$ cat src/rtl/scan_config_loader.sv
// Serialises host config words onto the fabric scan chain and gates its scan enable.
// Define SCAN_VERIFY_EN to add a CRC-16 recirculating readback check after each load.
module scan_config_loader #(
    parameter int unsigned CHAIN_LEN  = 32,
    parameter int unsigned WORD_WIDTH = 8,
    parameter int unsigned CNT_WIDTH  = 16
) (
    input  logic                  clk,
    input  logic                  rst_n,
    input  logic                  start,
    input  logic [WORD_WIDTH-1:0] word_in,
    input  logic                  word_valid,
    output logic                  word_ready,
    output logic                  chain_scan_in,
    output logic                  chain_scan_en,
    input  logic                  chain_scan_out,
    output logic                  busy,
    output logic                  done,
    output logic                  error
);
    localparam int unsigned SW = $clog2(WORD_WIDTH + 1);
    localparam int unsigned AW = CNT_WIDTH + 1;
    localparam logic [CNT_WIDTH-1:0] LastBit   = CNT_WIDTH'(CHAIN_LEN - 1);
    localparam logic [AW-1:0]        AccLimit  = AW'(CHAIN_LEN);
    localparam logic [AW-1:0]        AccStep   = AW'(WORD_WIDTH);
    localparam logic [SW-1:0]        FullShift = SW'(WORD_WIDTH);

`ifdef SCAN_VERIFY_EN
    typedef enum logic [1:0] {StIdle, StLoad, StVerify, StDone} state_e;
`else
    typedef enum logic [1:0] {StIdle, StLoad, StDone} state_e;
`endif

    state_e                state_q, state_d;
    logic [WORD_WIDTH-1:0] buf_q, buf_d;
    logic                  buf_valid_q, buf_valid_d;
    logic [WORD_WIDTH-1:0] shift_q, shift_d;
    logic [SW-1:0]         shift_left_q, shift_left_d;
    logic [CNT_WIDTH-1:0]  bit_cnt_q, bit_cnt_d;
    logic [AW-1:0]         acc_q, acc_d;
    logic                  shifting, accept, shifter_drains;

`ifdef SCAN_VERIFY_EN
    logic [15:0] crc_ref_q, crc_ref_d;
    logic [15:0] crc_chk_q, crc_chk_d;
    logic [15:0] crc_chk_next;
    logic        error_q, error_d;

    function automatic logic [15:0] crc_step(input logic [15:0] crc, input logic din);
        return {crc[14:0], 1'b0} ^ ((crc[15] ^ din) ? 16'h1021 : 16'h0000);
    endfunction

    assign crc_chk_next = crc_step(crc_chk_q, chain_scan_out);
    assign error        = error_q;
`else
    logic unused_scan_out;
    assign unused_scan_out = chain_scan_out;
    assign error           = 1'b0;
`endif

    assign busy       = (state_q != StIdle);
    assign done       = (state_q == StDone);
    // acc_q counts bits accepted, so the partial final word still closes the window
    assign word_ready = (state_q == StLoad) && !buf_valid_q && (acc_q < AccLimit);
    assign accept     = word_ready && word_valid;
    assign shifting   = (state_q == StLoad) && (shift_left_q != '0);
    // Shifter is free for a new word at the next edge
    assign shifter_drains = (shift_left_q == '0) || ((shift_left_q == SW'(1)) && shifting);

    always_comb begin
        state_d       = state_q;
        buf_d         = buf_q;
        buf_valid_d   = buf_valid_q;
        shift_d       = shift_q;
        shift_left_d  = shift_left_q;
        bit_cnt_d     = bit_cnt_q;
        acc_d         = acc_q;
        chain_scan_en = shifting;
        chain_scan_in = shifting & shift_q[0];
`ifdef SCAN_VERIFY_EN
        crc_ref_d     = crc_ref_q;
        crc_chk_d     = crc_chk_q;
        error_d       = error_q;
`endif
        unique case (state_q)
            StIdle: begin
                if (start) begin
                    state_d      = StLoad;
                    bit_cnt_d    = '0;
                    acc_d        = '0;
                    buf_valid_d  = 1'b0;
                    shift_left_d = '0;
`ifdef SCAN_VERIFY_EN
                    error_d      = 1'b0;
                    crc_ref_d    = 16'hFFFF;
`endif
                end
            end
            StLoad: begin
                if (shifting) begin
                    shift_d      = shift_q >> 1;
                    shift_left_d = shift_left_q - SW'(1);
                    bit_cnt_d    = bit_cnt_q + CNT_WIDTH'(1);
`ifdef SCAN_VERIFY_EN
                    crc_ref_d    = crc_step(crc_ref_q, shift_q[0]);
`endif
                end
                if (accept) begin
                    acc_d = acc_q + AccStep;
                end
                // A word accepted while the shifter drains bypasses the buffer
                if (shifter_drains) begin
                    if (buf_valid_q) begin
                        shift_d      = buf_q;
                        shift_left_d = FullShift;
                        buf_valid_d  = 1'b0;
                    end else if (accept) begin
                        shift_d      = word_in;
                        shift_left_d = FullShift;
                    end
                end else if (accept) begin
                    buf_d       = word_in;
                    buf_valid_d = 1'b1;
                end
                if (shifting && (bit_cnt_q == LastBit)) begin
`ifdef SCAN_VERIFY_EN
                    state_d   = StVerify;
                    bit_cnt_d = '0;
                    crc_chk_d = 16'hFFFF;
`else
                    state_d   = StDone;
`endif
                end
            end
`ifdef SCAN_VERIFY_EN
            StVerify: begin
                chain_scan_en = 1'b1;
                chain_scan_in = chain_scan_out;
                bit_cnt_d     = bit_cnt_q + CNT_WIDTH'(1);
                crc_chk_d     = crc_chk_next;
                if (bit_cnt_q == LastBit) begin
                    error_d = (crc_chk_next != crc_ref_q);
                    state_d = StDone;
                end
            end
`endif
            StDone: state_d = StIdle;
            default: state_d = StIdle;
        endcase
    end

    always_ff @(posedge clk or negedge rst_n) begin
        if (!rst_n) begin
            state_q      <= StIdle;
            buf_q        <= '0;
            buf_valid_q  <= 1'b0;
            shift_q      <= '0;
            shift_left_q <= '0;
            bit_cnt_q    <= '0;
            acc_q        <= '0;
`ifdef SCAN_VERIFY_EN
            crc_ref_q    <= 16'hFFFF;
            crc_chk_q    <= 16'hFFFF;
            error_q      <= 1'b0;
`endif
        end else begin
            state_q      <= state_d;
            buf_q        <= buf_d;
            buf_valid_q  <= buf_valid_d;
            shift_q      <= shift_d;
            shift_left_q <= shift_left_d;
            bit_cnt_q    <= bit_cnt_d;
            acc_q        <= acc_d;
`ifdef SCAN_VERIFY_EN
            crc_ref_q    <= crc_ref_d;
            crc_chk_q    <= crc_chk_d;
            error_q      <= error_d;
`endif
        end
    end

endmodule

$ cat config.mk
export PLATFORM = sky130hd
export DESIGN_NAME = scan_config_loader
export DESIGN_NICKNAME = d
export VERILOG_FILES = /design/src/rtl/scan_config_loader.sv
export SDC_FILE = /design/constraint.sdc
export NUM_CORES = 1
export LEC_CHECK = 0
export ABC_AREA = 0
export BUFFER_PORTS_ARGS = -buffer_cell sky130_fd_sc_hd__buf_2
export CAP_MARGIN = 20
export CELL_PAD_IN_SITES_DETAIL_PLACEMENT = 1
export CELL_PAD_IN_SITES_GLOBAL_PLACEMENT = 2
export CORE_MARGIN = 2
export CORE_UTILIZATION = 43
export DETAILED_ROUTE_END_ITERATION = 8
export GPL_ROUTABILITY_DRIVEN = 0
export PLACE_DENSITY_LB_ADDON = 0.1
export SLEW_MARGIN = 30
export SYNTH_ARGS = -nofsm -noshare
export SYNTH_HDL_FRONTEND = slang
export SYNTH_SLANG_ARGS = --single-unit
$ cat constraint.sdc
create_clock -name clk -period 5.04 [get_ports clk]
set_clock_uncertainty 0.1 [all_clocks]
set_input_delay 0.252 -clock clk [delete_from_list [all_inputs] [get_ports clk]]
set_output_delay 0.252 -clock clk [all_outputs]
set_load 0.05 [all_outputs]
== Word level (Yosys, flattened, before mapping) ==
Index checks and enable logic that the tools add are counted.

* Word-level logic and storage cells: 64
* Register bits: 56

* Muxes and demuxes: 23
* Bitwise gates (word level): 2
* Eq/ne operators: 9
* $add $sub $neg: 3
* $lt $le $gt $ge: 1
* Reduce and logical (&&, ||, !) cells: 19

{| class="wikitable"
|+ Operator list
! cell !! count
|-
| $mux 17 || 2
|-
| $pmux 17 s2 || 1
|-
| $mux 16 || 2
|-
| $mux 8 || 4
|-
| $pmux 16 s2 || 1
|-
| $mux 4 || 5
|-
| $add 17x4->17 const B || 1
|-
| $lt 17x6->1 const B || 1
|-
| $add 16x1->16 const B || 1
|-
| $eq 16x5->1 const B || 1
|-
| $reduce_and 3->1 || 4
|-
| $pmux 4 s2 || 1
|-
| $logic_and 1x1->1 || 6
|-
| $ne 2x2->1 const B || 3
|-
| $eq 4x1->1 const B || 1
|-
| $logic_not 4->1 || 1
|-
| $mux 2 || 2
|-
| $pmux 2 s2 || 1
|-
| $reduce_and 2->1 || 2
|-
| $reduce_bool 2->1 || 2
|-
| $reduce_bool 4->1 || 1
|-
| $sub 4x1->4 const B || 1
|-
| $mux 1 || 3
|-
| $ne 3x3->1 const B || 1
|-
| 9 further kinds || 9
|}

== Depth between registers and ports, before layout ==
Gate-level depths: netlist of run 1.

* Word-level depth: 8
* Mapped depth: 7
* Mapped depth without buffers: 6

== Worst setup path after synthesis of run 1 ==
Ideal clock, no wire load.

* Path kind: register to output
* Start point: reg shift_left_q[0]
* End point: out chain_scan_in
* Path buffers: 1
* Path slack: 2.780 ns
* Data arrival time: 1.908 ns
* Cell stages (with the launch flop): 7
* Cell sequence: dfrtp_1 > inv_1 > ha_1 > nor3b_2 > nor2_1 > buf_2 > and2_1

* Cells in the longest elaborated chain, start to end: 3

{| class="wikitable"
|+ Ends and longest elaborated chain
! element !! line !! text
|-
| from (decl) || 38 || <nowiki>logic [SW-1:0] shift_left_q, shift_left_d;</nowiki>
|-
| from (signal assigned) || 171 || <nowiki>shift_left_q <= shift_left_d;</nowiki>
|-
| $reduce_bool 4->1 || 66 || <nowiki>assign shifting = (state_q == StLoad) && (shift_left_q != '0);</nowiki>
|-
| $logic_and 1x1->1 || 66 ||
|-
| named net chain_scan_en || 15 || <nowiki>output logic chain_scan_en,</nowiki>
|-
| $and 1x1->1 || 79 || <nowiki>chain_scan_in = shifting & shift_q[0];</nowiki>
|-
| to (decl) || 14 || <nowiki>output logic chain_scan_in,</nowiki>
|}

The timed path passes the listed nets, and every way through them passes these cells.

== Worst setup path in the final report of run 1 ==
* Start point: reg shift_left_q[0]
* End point: out chain_scan_in

* Cells in the longest elaborated chain, start to end: 3

{| class="wikitable"
|+ Ends and longest elaborated chain
! element !! line
|-
| $reduce_bool 4->1 || 66
|-
| $logic_and 1x1->1 || 66
|-
| $and 1x1->1 || 79
|}

Every way passes these cells.

==> results of run 1 <==
worst max-delay path by stage:
stage	endpoint	slack (ns)
5_1_grt	chain_scan_in	2.00
3_5_place_dp	chain_scan_in	2.36
3_3_place_gp	chain_scan_in	2.05
2_1_floorplan	chain_scan_in	2.78
4_1_cts	chain_scan_in	2.02
6_report	chain_scan_in	2.20
synthesized netlist by cell type, types with 2 or more instances:
cell      instances
dfrtp_1          53
mux2i_1          23
nor2_1           17
nand2_1          15
and2_1           13
a21oi_1          10
inv_1             9
clkbuf_1          8
mux2_4            8
o21ai_0           8
nand4_1           7
nor4_1            7
xnor2_1           7
nor3_1            6
o31ai_1           6
nand3_1           5
or3_1             5
or4_1             5
buf_2             4
ha_1              4
nor4_4            3
a32o_1            2
buf_4             2
nor2b_1           2
nor3b_1           2
o211ai_1          2
or2_2             2
through the flow:
step	hold slack [ns]	utilization (%)	cells
final	0.07385	47.62	345
after global routing	0.06114	47.62	345
after CTS	0.06347	47.58	345
after detailed placement	0.3291	45.84	336
after global placement	0.3308	45.74	336
after floorplan	-0.1436	-	257
worst max-delay path, cell delays in order (launching register included):
cell and delay [ns]:
dfrtp_1 0.45, inv_1 0.08, ha_1 0.28, nor3b_4 0.66
nor2_2 0.27, and2_1 0.24, buf_2 0.20
what timing repair did:
item / 4_1_cts / 5_1_grt
hold buffers: 1 / 0
buffers inserted: 0 / 0
hold endpoints to repair: 53 / 0
per-layer routing:
| metal | global-route usage (%) | share of wire (%) | vias to the layer above | wire (um) |
|---|---|---|---|---|
| li1 | - | - | 936 | - |
| met2 | 28.21 | 49 | 21 | 2699 |
| met4 | 5.195 | 1.3 | 0 | 70 |
| met1 | 22.52 | 47 | 979 | 2601 |
| met5 | 0 | 0 | - | 0 |
| met3 | 3.540 | 2.5 | 6 | 139 |
kinds of logic (layout without fill, tap and decap cells):
logic type | Yosys count | after routing | synth area share, %
AO/OA/AOI/OAI | 36 | 36 | 8.596
XOR/XNOR | 7 | 7 | 2.205
adder cells (fa/ha/maj) | 4 | 4 | 1.800
buffers and inverters | 24 | 35 | 3.960
flip-flops | 53 | 53 | 47.70
multiplexers | 31 | 31 | 12.60
other | 1 | 1 | 0.1349
AND/OR/NAND/NOR | 101 | 101 | 23.00
state kept, by name, summed over array words and instances (netlist names):
signal / count
buf_valid_q: 1
bit_cnt_q: 16
shift_left_q: 4
buf_q: 8
acc_q: 14
shift_q: 8
state_q: 2
area by class of cell:
cell class	count	area share, %
Clock buffer	6	2.747
Clock inverter	2	0.5826
Inverter	9	1.124
Multi-Input combinational cell	180	44.99
Sequential cell	53	44.11
Tap cell	77	3.204
Timing Repair Buffer	18	3.246
power by group through the flow:
stage	Combinational (uW)	Sequential [uW]	Clock, uW
final	714	684	264
after CTS	727	687	277
after global placement	700	687	0
after floorplan	637	630	0
after global routing	794	708	293
after detailed placement	722	695	0
==> impl_metrics.py, run 1 <==
metrics = {
    "sta": {
        "hold_viol": 0,
        "clock.fmax_mhz": 352.1,
        "setup_violations": 0,
        "timing.setup.tns_ns": 0,
        "fin_ws_ns": 2.200,
        "rsz0062_at_grt": "false",
        "period_needed_ns": 2.840,
        "slew_headroom_pct": 51.97,
        "period_share_pct": 56.35,
        "worst_slew_pin_slew_ns": 0.7205,
        "slew_viol_final": 0,
    },
    "yosys": {
        "synthTopCellsByArea": "dfrtp_1 48%, mux2i_1 8.3%, mux2_4 4.3%",
        "synth_top_area_share_pct": 47.70,
        "syn_area_per_cell_um2": 10.82,
        "synth-seq-area-share_pct": 47.70,
        "synth_ff_type": "dfrtp_1",
        "netlist_instances": 257,
        "yosys.area.top_type": "dfrtp_1",
        "syn-cell-area_um2": 2780,
        "synth_nets": 274,
        "synth_edf_count": 0,
        "async_flop_share_pct": 100.0,
        "synth_warnings": 0,
        "synth-seq-cells": 53,
        "yosysUniqueCellTypes": 49,
    },
    "clock_tree": {
        "insertion_delay_ns": 0.31,
        "cts_tree": "done",
        "cts-resized-gates": 0,
        "clkTransAtPathRegs_ns": 0.10,
        "clock_sinks": 53,
        "clock_path_buffers": 2,
        "cts_buffers": 5,
        "root_buffer": "clkbuf_8",
        "htree_levels": 2,
    },
    "setup_path": {
        "crit_path_start": "shift_left_q[0]$_DFFE_PN0P_",
        "crit_arrival_ns": 2.49,
        "end_kind": "primary output",
        "startpoint_type": "flip-flop",
        "r2r-start": "shift_left_q[0]$_DFFE_PN0P_",
        "critPathRequiredTime_ns": 4.69,
        "path_class": "reg2out",
        "cp_max_fo": 18,
        "r2r_cells": 6,
        "reg2reg_to": "shift_q[6]$_DFFE_PN0N_",
        "r2r_slack_ns": 2.74,
    },
    "power": {
        "switchingPower_uw": 668.8,
        "seqPwrFrac_pct": 41.1,
        "powerDensity_nw_per_um2": 552.9,
        "switching_share_pct": 40.23,
        "p_int_uw": 993.6,
        "max-vdd-ir-drop_v": 0.0002506,
        "comb_power_share_pct": 43.0,
        "power.share.clock_pct": 15.9,
        "finalPower_uw": 1662,
        "leakagePower_uw": 0.001415,
    },
    "routing": {
        "drt_pass1_iterations": 4,
        "wl_mm": 5.511,
        "postRouteAntennaNets": 0,
        "drtIter0Drc": 68,
        "num_vias": 1942,
        "drc": 0,
        "vias_per_cell": 5.629,
        "wire_per_inst_um": 15.97,
    },
    "floorplan": {
        "fp.dieW_um": 84.41,
        "core_area_um2": 6314,
        "die_h_um": 84.41,
        "start_util_pct": 44.03,
        "dieArea_um2": 7125,
        "rows": 29,
        "ios": 19,
    },
    "job": {
        "max_cap_violations": 0,
    },
    "cells_and_area": {
        "final_cell_mix": "53 x dfrtp_1, 23 x mux2i_1, 16 x nor2_1, 16 x buf_2, 15 x nand2_1",
        "area_delta_synth_final_pct": 8.146,
        "drive_gt1_share_pct": 16.42,
        "multi_input_area_um2": 1353,
        "layout.nets": 284,
        "design_area_um2": 3007,
        "num_antenna_cells": 0,
        "n_fill_cell": 711,
        "regArea_um2": 1326,
        "layout_commonest_cell": "dfrtp_1",
    },
    "placement": {
        "hpwlAfterDp_mm": 3.840,
        "numPortBuffers": 16,
        "place_area_um2": 2894,
        "dp_slack_ns": 2.363,
    },
    "global_route": {
        "grt_pass1_wl_mm": 9.784,
        "grt_max_degree": 54,
        "grt_overflow": 0,
        "antenna_found_initial": 0,
        "grt_usage_pct": 16.99,
        "grt_pass1_vias": 2004,
    },
    "worst_hold_path": {
        "hp-class": "in2reg",
        "hp-start": "word_in[4]",
        "whs_endpoint": "buf_q[4]$_DFFE_PN0P_",
        "min_path_cells": 2,
    },
    "status": {
        "status": "finished, final reports clean",
    },
}
(Power assumes the default switching activity.)
==> inputs of run 2 (changes only) <==
--- a/config.mk
+++ b/config.mk
@@ -11,7 +11,7 @@
 export CELL_PAD_IN_SITES_DETAIL_PLACEMENT = 1
 export CELL_PAD_IN_SITES_GLOBAL_PLACEMENT = 2
 export CORE_MARGIN = 2
-export CORE_UTILIZATION = 43
+export CORE_UTILIZATION = 36
 export DETAILED_ROUTE_END_ITERATION = 8
 export GPL_ROUTABILITY_DRIVEN = 0
 export PLACE_DENSITY_LB_ADDON = 0.1
==> constraint.sdc (replaced) <==
create_clock -name clk -period 2.6 [get_ports clk]
set_clock_uncertainty 0.1 [all_clocks]
set_input_delay 0.13 -clock clk [delete_from_list [all_inputs] [get_ports clk]]
set_output_delay 0.13 -clock clk [all_outputs]
set_load 0.05 [all_outputs]
==> run 2 against run 1 <==
Net effect:
- critical path depth rose by 1
- register-to-register slack got worse by 2.3 ns
- clock power rose by 79%
- cell area up 4.7%
- routed wire length is 7.2% higher
- first-iteration DRC count shrank 1.5%
- sequential power up 90%
- sequential share of layout area shrank 2.0 points
- non-clock buffer count rose by 15
- largest cell class unchanged
- highest routed layer unchanged
==> impl_metrics.py, run 2 (synthesized netlist as in run 1, its figures left out) <==
metrics = {
    "power": {
        "leakagePower_uw": 0.001472,
        "p_int_uw": 1938,
        "power.share.clock_pct": 14.5,
        "switching_share_pct": 40.36,
        "seqPwrFrac_pct": 39.9,
        "comb_power_share_pct": 45.6,
        "max-vdd-ir-drop_v": 0.0003662,
        "powerDensity_nw_per_um2": 1032,
        "switchingPower_uw": 1312,
    },
    "floorplan": {
        "die_h_um": 91.88,
        "core_area_um2": 7607,
        "rows": 32,
        "fp.dieW_um": 91.88,
        "dieArea_um2": 8442,
        "ios": 19,
        "start_util_pct": 36.55,
    },
    "clock_tree": {
        "clock_path_buffers": 2,
        "root_buffer": "clkbuf_8",
        "insertion_delay_ns": 0.31,
        "clock_sinks": 53,
        "cts_buffers": 5,
        "clkTransAtPathRegs_ns": 0.10,
        "cts_tree": "done",
        "htree_levels": 2,
        "cts_setup_buffers": 0,
    },
    "placement": {
        "hpwlAfterDp_mm": 4.094,
        "numPortBuffers": 16,
        "post-place-cells": 368,
        "dp_slack_ns": 0.4886,
    },
    "cells_and_area": {
        "regMostFlops": "bit_cnt_q",
        "largest_reg_flops": 16,
        "final_cell_mix": "53 x dfrtp_1, 23 x mux2i_1, 17 x nor2_1",
        "multi_input_area_um2": 1344,
        "layout.nets": 299,
        "regArea_um2": 1326,
        "n_fill_cell": 871,
        "stdcell_count": 385,
        "drive_gt1_share_pct": 17.67,
        "layout_commonest_cell": "dfrtp_1",
        "area_delta_synth_final_pct": 13.23,
        "top_regs": "bit_cnt_q (16), acc_q (14)",
        "num_antenna_cells": 0,
    },
    "global_route": {
        "antenna_found_initial": 0,
        "grt_usage_pct": 15.16,
        "grt_pass1_vias": 2137,
        "grt_pass1_wl_mm": 10.41,
        "grt_max_degree": 54,
        "grt_overflow": 0,
    },
    "sta": {
        "rsz0062_at_grt": "false",
        "whs_ns": 0.2116,
        "period_needed_ns": 2.428,
        "setup_violations": 0,
        "hold_viol": 0,
        "slew_headroom_pct": 52.43,
        "period_share_pct": 93.39,
        "fin_ws_ns": 0.1719,
        "slew_viol_final": 0,
        "worst_slew_pin_slew_ns": 0.7135,
        "timing.setup.tns_ns": 0,
        "clock.fmax_mhz": 411.8,
    },
    "routing": {
        "drt_pass1_iterations": 4,
        "postRouteAntennaNets": 0,
        "drtIter0Drc": 67,
        "vias_per_cell": 5.257,
        "wire_per_inst_um": 15.34,
        "wl_mm": 5.907,
        "num_vias": 2024,
        "drc": 0,
    },
    "setup_path": {
        "end_kind": "primary output",
        "cp_slowest_stage_delay_ns": 0.44,
        "critPathRequiredTime_ns": 2.37,
        "cp_max_fo": 9,
        "path_class": "reg2out",
        "startpoint_type": "flip-flop",
        "cp_cell_sequence": "inv_1 > ha_1 > nor3b_2 > nor2_1 > buf_4 > and2_1 > buf_2",
        "crit_arrival_ns": 2.20,
        "cpMaxStageDelayCell": "dfrtp_1",
    },
    "status": {
        "status": "finished, final reports clean",
    },
    "job": {
        "max_cap_violations": 0,
    },
    "worst_hold_path": {
        "hp-class": "in2reg",
    },
}
[run 2: cell types whose count changed in the layout (fill, tap and decap cells not counted), sizes merged]
cell and change:
buf +7, clkbuf -1, clkinv +1, clkinvlp +1
dlygate4sd3 +8, inv -1
[run 2: worst paths after layout]
path / cells after the start / endpoint / startpoint / slack, ns
min in group asynchronous: 3 / bit_cnt_q[14]$_DFFE_PN0P_ / rst_n / 0.37
max reg2reg: 5 / buf_q[0]$_DFFE_PN0P_ / state_q[0]$_DFFE_PN0P_ / 0.49
max: 7 / chain_scan_in / shift_left_q[0]$_DFFE_PN0P_ / 0.17
min: 4 / shift_left_q[0]$_DFFE_PN0P_ / word_valid / 0.21
max in group asynchronous: 3 / shift_q[0]$_DFFE_PN0N_ / rst_n / 1.53
min reg2reg: 1 / acc_q[3]$_DFFE_PN0P_ / acc_q[3]$_DFFE_PN0P_ / 0.39
[run 2: power groups by stage]
stage	Clock, uW	Sequential (uW)	Combinational (uW)
after floorplan	0	1220	1230
after global placement	0	1300	1460
after detailed placement	0	1310	1500
after CTS	497	1300	1510
after global routing	524	1340	1660
final	472	1300	1480
[run 2: cell type report]
type | count | share of cell area [%]
inverter | 9 | 1.073
clock buffer | 5 | 2.186
timing repair buffer | 33 | 7.313
clock inverter | 3 | 0.5564
multi-input combinational | 180 | 42.69
tap | 102 | 4.054
sequential | 53 | 42.13
[run 2: metrics by stage]
stage / area [um2] / util, % / power (uW)
detailed placement: 2972 / 39.06 / 2813
floorplan: 2780 / - / 2457
global route: 3148 / 41.38 / 3527
finish: 3148 / 41.38 / 3250
global placement: 2972 / 39.06 / 2769
CTS: 3148 / 41.38 / 3308
[run 2: worst max-delay path: cells and delay by family (launching register included)]
| family | cells | cell delay (ns) |
|---|---|---|
| adder cells (fa/ha/maj) | 1 | 0.27 |
| buffers and inverters | 3 | 0.56 |
| flip-flops | 1 | 0.44 |
| AND/OR/NAND/NOR | 3 | 0.61 |
[run 2: per-layer routing]
layer / share of wire (%) / track usage (%) / vias to the layer above / wire, um
li1: - / - / 966 / -
met1: 49 / 19.63 / 1038 / 2886
met2: 49 / 26.29 / 16 / 2872
met3: 1.7 / 2.794 / 4 / 100
met4: 0.81 / 3.607 / 0 / 48
met5: 0 / 0 / - / 0
[run 2: what timing repair did]
action / 4_1_cts / 5_1_grt
endpoints found under the hold margin: 61 / 0
hold buffers: 9 / 0
resized for setup: 0 / 0
